## src/rtl/acorn_pkg.sv

```systemverilog
// Shared ACORN-128 definitions: widths, step counts, FSM encoding and the
// bit-level feedback, keystream and nonlinear feedback functions.
package acorn_pkg;

    localparam int STATE_W   = 293;
    localparam int TAG_W     = 128;
    localparam int FIN_STEPS = 768;
    localparam int PAD_STEPS = 256;
    localparam int CNT_W     = 10;

    typedef enum logic [2:0] {
        IDLE,
        WAIT_CT,
        DEC,
        OUT,
        PAD,
        FIN,
        CMP
    } fsm_e;

    function automatic logic maj(input logic a, input logic b, input logic c);
        return (a & b) ^ (a & c) ^ (b & c);
    endfunction

    function automatic logic ch(input logic x, input logic y, input logic z);
        return (x & y) ^ (~x & z);
    endfunction

    // Six LFSR feedbacks; each one reads only pre-update bits.
    function automatic logic [STATE_W-1:0] acorn_lfsr_fb(input logic [STATE_W-1:0] s);
        logic [STATE_W-1:0] t;
        t      = s;
        t[289] = s[289] ^ s[235] ^ s[230];
        t[230] = s[230] ^ s[196] ^ s[193];
        t[193] = s[193] ^ s[160] ^ s[154];
        t[154] = s[154] ^ s[111] ^ s[107];
        t[107] = s[107] ^ s[66]  ^ s[61];
        t[61]  = s[61]  ^ s[23]  ^ s[0];
        return t;
    endfunction

    function automatic logic acorn_ks(input logic [STATE_W-1:0] s);
        return s[12] ^ s[154] ^ maj(s[235], s[61], s[193]) ^ ch(s[230], s[111], s[66]);
    endfunction

    function automatic logic acorn_f(input logic [STATE_W-1:0] s, input logic ca,
                                     input logic cb, input logic ks);
        return s[0] ^ ~s[107] ^ maj(s[244], s[23], s[160]) ^ (ca & s[196]) ^ (cb & ks);
    endfunction

endpackage

```

## src/rtl/acorn_step.sv

```systemverilog
// One combinational ACORN-128 state update; decrypt_en selects whether the
// recovered plaintext bit or c_bit itself is folded back into the state.
module acorn_step
    import acorn_pkg::*;
(
    input  logic [STATE_W-1:0] state,
    input  logic               ca,
    input  logic               cb,
    input  logic               c_bit,
    input  logic               decrypt_en,
    output logic [STATE_W-1:0] next_state,
    output logic               ks,
    output logic               p_bit
);

    logic [STATE_W-1:0] fb;
    logic               f;
    logic               m;

    always_comb begin
        fb         = acorn_lfsr_fb(state);
        ks         = acorn_ks(fb);
        p_bit      = c_bit ^ ks;
        m          = decrypt_en ? p_bit : c_bit;
        f          = acorn_f(fb, ca, cb, ks);
        next_state = {f ^ m, fb[STATE_W-1:1]};
    end

endmodule

```

## src/rtl/acorn128_decrypt.sv

```systemverilog
// ACORN-128 receive engine: bit-serial ciphertext decryption followed by
// padding, finalization and a registered tag comparison.
module acorn128_decrypt
    import acorn_pkg::*;
#(
    parameter int FIN_STEPS_P = FIN_STEPS,
    parameter int PAD_STEPS_P = PAD_STEPS
) (
    input  logic               clk,
    input  logic               rst,
    input  logic               start,
    input  logic               msg_empty,
    input  logic [STATE_W-1:0] state_in,
    input  logic [TAG_W-1:0]   tag_in,
    input  logic               ct_valid,
    output logic               ct_ready,
    input  logic [7:0]         ct_data,
    input  logic               ct_last,
    output logic               pt_valid,
    input  logic               pt_ready,
    output logic [7:0]         pt_data,
    output logic               busy,
    output logic               done,
    output logic               tag_ok
);

    localparam logic [CNT_W-1:0] PAD_LAST = CNT_W'(PAD_STEPS_P - 1);
    localparam logic [CNT_W-1:0] PAD_HALF = CNT_W'(PAD_STEPS_P / 2);
    localparam logic [CNT_W-1:0] FIN_LAST = CNT_W'(FIN_STEPS_P - 1);
    localparam logic [CNT_W-1:0] FIN_TAG0 = CNT_W'(FIN_STEPS_P - TAG_W);

    fsm_e               fsm;
    logic [STATE_W-1:0] state;
    logic [CNT_W-1:0]   step_cnt;
    logic [7:0]         ct_sr;
    logic [7:0]         pt_sr;
    logic [TAG_W-1:0]   tag_sr;
    logic [TAG_W-1:0]   tag_ref;
    logic               last_byte;

    logic               ca;
    logic               cb;
    logic               c_bit;
    logic               dec_en;
    logic [STATE_W-1:0] next_state;
    logic               ks;
    logic               p_bit;

    assign pt_data = pt_sr;

    // Padding injects a single 1 on its first step and drops ca halfway through.
    always_comb begin
        ca     = 1'b1;
        cb     = 1'b0;
        c_bit  = 1'b0;
        dec_en = 1'b0;
        unique case (fsm)
            DEC: begin
                c_bit  = ct_sr[0];
                dec_en = 1'b1;
            end
            PAD: begin
                c_bit = (step_cnt == '0);
                ca    = (step_cnt < PAD_HALF);
            end
            FIN: cb = 1'b1;
            default: ;
        endcase
    end

    acorn_step u_step (
        .state      (state),
        .ca         (ca),
        .cb         (cb),
        .c_bit      (c_bit),
        .decrypt_en (dec_en),
        .next_state (next_state),
        .ks         (ks),
        .p_bit      (p_bit)
    );

    always_ff @(posedge clk or posedge rst) begin
        if (rst) begin
            fsm       <= IDLE;
            state     <= '0;
            step_cnt  <= '0;
            ct_sr     <= '0;
            pt_sr     <= '0;
            tag_sr    <= '0;
            tag_ref   <= '0;
            last_byte <= 1'b0;
            ct_ready  <= 1'b0;
            pt_valid  <= 1'b0;
            busy      <= 1'b0;
            done      <= 1'b0;
            tag_ok    <= 1'b0;
        end else begin
            done <= 1'b0;
            unique case (fsm)
                IDLE: begin
                    if (start) begin
                        state    <= state_in;
                        tag_ref  <= tag_in;
                        tag_sr   <= '0;
                        tag_ok   <= 1'b0;
                        busy     <= 1'b1;
                        step_cnt <= '0;
                        if (msg_empty) begin
                            fsm <= PAD;
                        end else begin
                            fsm      <= WAIT_CT;
                            ct_ready <= 1'b1;
                        end
                    end
                end
                WAIT_CT: begin
                    if (ct_valid && ct_ready) begin
                        ct_sr     <= ct_data;
                        last_byte <= ct_last;
                        ct_ready  <= 1'b0;
                        step_cnt  <= '0;
                        fsm       <= DEC;
                    end
                end
                DEC: begin
                    state <= next_state;
                    ct_sr <= ct_sr >> 1;
                    pt_sr <= {p_bit, pt_sr[7:1]};
                    if (step_cnt == CNT_W'(7)) begin
                        step_cnt <= '0;
                        pt_valid <= 1'b1;
                        fsm      <= OUT;
                    end else begin
                        step_cnt <= step_cnt + 1'b1;
                    end
                end
                OUT: begin
                    if (pt_ready) begin
                        pt_valid <= 1'b0;
                        step_cnt <= '0;
                        if (last_byte) begin
                            fsm <= PAD;
                        end else begin
                            fsm      <= WAIT_CT;
                            ct_ready <= 1'b1;
                        end
                    end
                end
                PAD: begin
                    state <= next_state;
                    if (step_cnt == PAD_LAST) begin
                        step_cnt <= '0;
                        fsm      <= FIN;
                    end else begin
                        step_cnt <= step_cnt + 1'b1;
                    end
                end
                FIN: begin
                    state <= next_state;
                    // The last 128 keystream bits form the tag, first bit ending at bit 0.
                    if (step_cnt >= FIN_TAG0) begin
                        tag_sr <= {ks, tag_sr[TAG_W-1:1]};
                    end
                    if (step_cnt == FIN_LAST) begin
                        step_cnt <= '0;
                        fsm      <= CMP;
                    end else begin
                        step_cnt <= step_cnt + 1'b1;
                    end
                end
                CMP: begin
                    tag_ok <= (tag_sr == tag_ref);
                    done   <= 1'b1;
                    busy   <= 1'b0;
                    fsm    <= IDLE;
                end
                default: fsm <= IDLE;
            endcase
        end
    end

endmodule

```

## config.mk

```make
export PLATFORM = sky130hd
export DESIGN_NAME = acorn128_decrypt
export DESIGN_NICKNAME = d
export VERILOG_FILES = /design/src/rtl/acorn_pkg.sv /design/src/rtl/acorn_step.sv /design/src/rtl/acorn128_decrypt.sv
export SDC_FILE = /design/constraint.sdc
export NUM_CORES = 2
export LEC_CHECK = 0
export BUFFER_PORTS_ARGS = -buffer_cell sky130_fd_sc_hd__buf_2
export CELL_PAD_IN_SITES_DETAIL_PLACEMENT = 1
export CELL_PAD_IN_SITES_GLOBAL_PLACEMENT = 2
export CORE_MARGIN = 1
export CORE_UTILIZATION = 36
export DETAILED_ROUTE_END_ITERATION = 8
export GPL_ROUTABILITY_DRIVEN = 0
export HOLD_SLACK_MARGIN = 0.03
export PLACE_DENSITY = 0.84
export SYNTH_ARGS = -nofsm -noshare
export SYNTH_HDL_FRONTEND = slang
export SYNTH_SLANG_ARGS = --single-unit
```

## constraint.sdc

```tcl
create_clock -name clk -period 23.4 [get_ports clk]
set_input_delay 1.17 -clock clk [delete_from_list [all_inputs] [get_ports clk]]
set_output_delay 1.17 -clock clk [all_outputs]
set_load 0.02 [all_outputs]
```

-- After elaboration in Yosys (flattened, before gate mapping)
Index checks and enable logic that the tools add are counted.
- flip-flop bits (word level): 584
- bits of input ports: 436
- output and inout bits: 13
- word-level logic and storage cells: 136
- $add $sub $neg: 1
- $lt $le $gt $ge: 2
- equal/unequal tests: 19
- muxes and demuxes: 42
- bitwise logic cells: 38
- reduce and logical (&&, ||, !) cells: 21
- operator list (kind ; count):
    $pmux W293 S2 ; 1
    $mux W293 ; 1
    $mux W128 ; 2
    $pmux W128 S2 ; 1
    $eq A128 B128 Y1 ; 1
    $mux W10 ; 6
    $pmux W10 S6 ; 1
    $xor A1 B1 Y1 ; 26
    $mux W3 ; 8
    $ne A2 B2 Y1 const B ; 9
    $pmux W3 S6 ; 1
    $pmux W8 S2 ; 1
    $mux W1 ; 14
    $reduce_and A6 Y1 ; 2
    $add A10 B1 Y10 const B ; 1
    $and A1 B1 Y1 ; 10
    $eq A10 B10 Y1 const B ; 1
    $eq A10 B3 Y1 const B ; 1
    $eq A10 B8 Y1 const B ; 1
    $ge A10 B10 Y1 const B ; 1
    $logic_not A10 Y1 ; 1
    $lt A10 B8 Y1 const B ; 1
    $reduce_and A2 Y1 ; 5
    $reduce_bool A2 Y1 ; 5
    14 further kinds ; 22

-- Logic depth before layout (Yosys ltp)
- word-level depth: 11
- depth in mapped cells: 9
- gate-level depth less buffers: 7

-- Modules after synthesis
A second synthesis with hierarchy kept.
- cells, all modules: 3358
- area, all modules: 28374.7 um^2
- modules (own cells, without submodules) (module ; times used ; cells an instance ; area each (um^2) ; seq. area each (um^2)):
    acorn128_decrypt ; 1 ; 3045 ; 25941.1 ; 14614.0
    acorn_step ; 1 ; 313 ; 2433.6 ; 0.0

-- Worst setup path before layout
No wires, ideal clock.
- path type: input -> register
- start point: in start
- end point: reg state[229]
- library setup time: 133 ps
- arrival time: 2467 ps
- data required time: 23267 ps
- setup slack: 20800 ps
- stages: 7
- path through: nor2_1 -> o21bai_1 -> nand2_1 -> clkbuf_1 -> clkbuf_1 -> clkbuf_1 -> a21oi_1
- cells in the longest elaborated chain, start to end: 2
- ends and longest elaborated chain (item ; line ; text):
    start: declaration ; acorn128_decrypt.sv:11 ; input logic start,
    $ne A2 B2 Y1 (no line) ; n/a ;
    $reduce_and A2 Y1 (no line) ; n/a ;
    end signal: assignment ; acorn128_decrypt.sv:102 ; state <= state_in;
    end signal: assignment ; acorn128_decrypt.sv:126 ; state <= next_state;
    end signal: assignment ; acorn128_decrypt.sv:150 ; state <= next_state;
    end: declaration ; acorn128_decrypt.sv:33 ; logic [STATE_W-1:0] state;
No other way between the ends.
A chain may end at the register's enable or synchronous reset.

-- Worst setup path after layout
- start point: reg fsm[1]
- end point: reg state[5]
- cells in the longest elaborated chain, start to end: 4
- elaborated cells between the ends (all ways): 9
- classes of those cells: 4 x eq/ne; 1 x mux; 4 x reduce/logical
- ends and longest elaborated chain (item ; line ; text):
    start: declaration ; acorn128_decrypt.sv:32 ; fsm_e fsm;
    start signal: assignment ; acorn128_decrypt.sv:84 ; fsm <= IDLE;
    start signal: assignment ; acorn128_decrypt.sv:109 ; fsm <= PAD;
    start signal: assignment ; acorn128_decrypt.sv:111 ; fsm <= WAIT_CT;
    $eq A3 B3 Y1 / $eq A3 B2 Y1 (equally long branches) ; acorn128_decrypt.sv:99 ; unique case (fsm)
    $reduce_or A3 Y1 (no line) ; n/a ;
    $reduce_bool A2 Y1 (no line) ; n/a ;
    $reduce_and A2 Y1 (no line) ; n/a ;
Several ways; a longest one is shown, not always the timed one.

==> key figures <==
Run status
  – Status: finished clean

Layout
  – P&R area growth vs syn: 20.2%
  – Commonest non-fill, non-tap cells in the layout: nand2_1, dfrtp_1, o21ai_0
  – Share of layout cells above drive strength 1: about a quarter
  – Fin cells: 3,909
  – Final nets: 3,321
  – Commonest non-fill, non-tap cell in the layout: nand2_1
  – Layout filler cell count: 8,053

STA
  – RSZ-0062 raised after global routing: false
  – Slew @ Worst Pin: 1.05 ns
  – Slew Limit Headroom: 29.9%
  – Period minus WS final: ~5.3 ns
  – Period utilization: 22.6%
  – Max Slew Vio Count: 0
  – Final hold vios: 0
  – Setup_tns: 0 ns
  – Achievable Freq: 189 MHz
  – Final setup viols: 0
  – Final Skew: 0.0286 ns

Job
  – Max-Cap Viols: 0

GRT
  – Pin count of the biggest net entering global routing: 147
  – First-pass GRT wire length: ~120 mm
  – Vias in the first global route: 21,200
  – Tot GR Track Use: a little over a fifth
  – Overflow after GRT: 0
  – Initial antenna violation count: 53

Synth
  – Area share of the largest cell type after synthesis: 55.6%
  – Post-Synthesis Cell Area: about 26,000 um2
  – Post-synthesis sequential area ratio: 55.6%
  – Synth warnings: 0
  – Asr flop ratio synth: 100%
  – Xor/xnor share of the synthesized area: between 4 and 5%
  – Compound-Gate Fraction of Synth Area: 9.50%
  – Cell variety after synth: between 40 and 50
  – Syn Nets: about 2,900
  – Cells after Synth: 2,502
  – Main combinational cell family by area after synthesis: multiplexers
  – Simple-gate share of the synthesized area: 10.4%
  – Post-synthesis mux area share: between 10% and 20%
  – Synth Register Bits: 584
  – Synth Flop Type: dfrtp_1
  – Syn_area_per_cell: 10.5 um2
  – Top cells by area, synth: dfrtp_1, mux2i_1, o21ai_0, nand2_1, mux2_2
  – Number of flops mapped to enable cells by yosys: 0
  – Leading area contributor after synthesis: dfrtp_1
  – Adder-cell share of the synthesized area: 0.171%

Power
  – Switching part of the total: 37.6%
  – Seq pwr share: 38.9%
  – Pwr Total: 4340 uW
  – Psw: 1630 uW
  – LEAKAGE: 0.0154 uW
  – Cell internal pwr: between 2000 and 3000 uW
  – Comb power frac: 36.7%
  – Worst vdd ir: 141 uV
  – PD cells: 137 nW/um2
  – Clock power share: 24.4%

Die
  – Placeable Area: 71,900 um2
  – Chip width: 272 um
  – Die Y-Extent: 272 um
  – # IOs: approximately 450
  – Cell Rows: 98
  – Die Area: 74,100 um2
  – Initial core utilization: 36.6%

Placed design
  – Port Buffer Count: 448
  – Dpl cells: between 3,000 and 4,000
  – Detailed placer's ending HPWL: 55.9 mm

Drt
  – Post-detailed-routing wire length: 78.2 mm
  – Residual DRC count: 0
  – Via count: 19,800
  – Iter 0 DRT Violations: around 1,200
  – Wire length per cell: 20.0 um
  – ANT nets after route: 0
  – Vias per cell: 5.07
  – Drt pass-1 iters: 5

Hold path
  – Worst min path class: reg2reg
  – Hold Path Stages: 2
  – Hold-critical path endpoint: state[67]
  – Worst hold path startpoint: state[67]

Clock tree
  – Maximum clock insertion buffer count: 3
  – Root buffer cell: clkbuf_16
  – H-Tree Depth: 3
  – Worst skew pair latency: around 0.6 ns
  – Reg clk slew, reported paths: 0.06 ns
  – Clock sinks: 584
  – TritonCTS clock tree: yes
  – CTS Buf Count: 69
  – Post-cts sizing count: 0
  – Number of hold buffers added after cts: 0
  – Postcts setup bufs: 0

Setup path
  – FF-to-FF End: state[5]
  – Crit start category: register
  – Worst path max stage delay: 0.87 ns
  – Top Family by Delay on Critical Path: buffers and inverters
  – CP dominant cell by count: buf_4
  – Worst EP required: roughly 24 ns
  – Crit end category: register
  – Crit-path slowest cell: buf_4
  – Critical path class: reg2reg
  – CP Cell Sequence: inv_1, nor3_2, buf_4, nor2_4, buf_4, buf_4, buf_12, buf_4, mux2i_1, o21ai_0
  – CP Data Arrival Time: approximately 5.8 ns
  – Crit path max fanout: 146
  – Worst r2r path cells: 10
  – Reg2reg setup slack: 18.11 ns
  – Launch point of the worst reg-to-reg path: fsm[1]
  – Worst setup startpoint: fsm[1]
  – CP Buf/Inv Count: 6
[per-stage QoR]
stage / worst slack, ns / instance area, um2 / utilization [%] / hold WS [ns]
2_1_floorplan: 5.89 / 26300 / - / 0.449
3_5_place_dp: 18.11 / 29300 / 40.8 / 0.470
5_1_grt: 17.77 / 31600 / 44.0 / 0.508
6_report: 18.11 / 31600 / 44.0 / 0.477
3_3_place_gp: 18.26 / 29300 / 40.8 / 0.460
4_1_cts: 18.11 / 31500 / 43.9 / 0.483
[state kept, by name (all words and copies together), names as in the netlist, 3 cells and up]
name / count
pt_data: 8
ct_sr: 8
step_cnt: 10
fsm: 3
tag_sr: 128
state: 293
tag_ref: 128
[per-layer routing]
layer	wire length [um]	global-route usage, %	up-vias
li1	-	-	9300
met1	33100	26.7	9864
met2	37700	34.8	397
met3	4240	5.52	193
met4	2840	8.15	52
met5	339	0	-
[layout make-up]
class	count	area [um2]	area share [%]
multi-input combinational	1741	11000	34.9
clock inverter	15	199	0.630
sequential	584	14600	46.2
clock buffer	106	2020	6.39
timing repair buffer	470	2420	7.66
inverter	17	71.3	0.226
tap	950	1190	3.76
antenna	26	65.1	0.206
[cells in the mapped netlist (all sizes together), types with 3 or more instances]
cell type / count
mux2i: 299
xor2: 70
xnor3: 3
dfrtp: 584
nand2: 598
nor3: 7
o22ai: 5
and3: 6
clkbuf: 131
a221oi: 4
inv: 17
nor2: 20
mux2: 129
nand3: 9
nor4: 22
nand4: 19
a21oi: 9
xnor2: 65
o21ai: 449
buf: 29
[worst register-to-register path, delay by kind of cell, from the launching register on]
kind	cells	cell delay, ns
buffers and inverters	6	3.89
DFF	1	0.52
muxes	1	0.43
and+or+nand+nor	2	0.21
AOI/OAI and AO/OA	1	0.12
[cells by family after synthesis]
kind of cell	Yosys count
simple gates	688
compound gates	483
flops	584
mux	428
fa+ha+maj	4
buf+inv	177
xor+xnor	138
[power groups by stage]
stage	Clock [uW]	Combinational [uW]	Sequential [uW]
2_1_floorplan	0	1240	1610
3_3_place_gp	0	1530	1680
3_5_place_dp	0	1610	1700
4_1_cts	1090	1620	1690
5_1_grt	1130	1790	1740
6_report	1060	1590	1690
[how the worst max path moves through the flow]
stage | to | slack, ns | depth (start not counted)
after floorplan | busy | 5.89 | 1
after global placement | state[5] | 18.26 | 10
after detailed placement | state[5] | 18.11 | 10
after CTS | state[5] | 18.11 | 10
after global routing | state[33] | 17.77 | 10
final | state[5] | 18.11 | 10
Note: power is estimated with default switching activity, not from simulation.
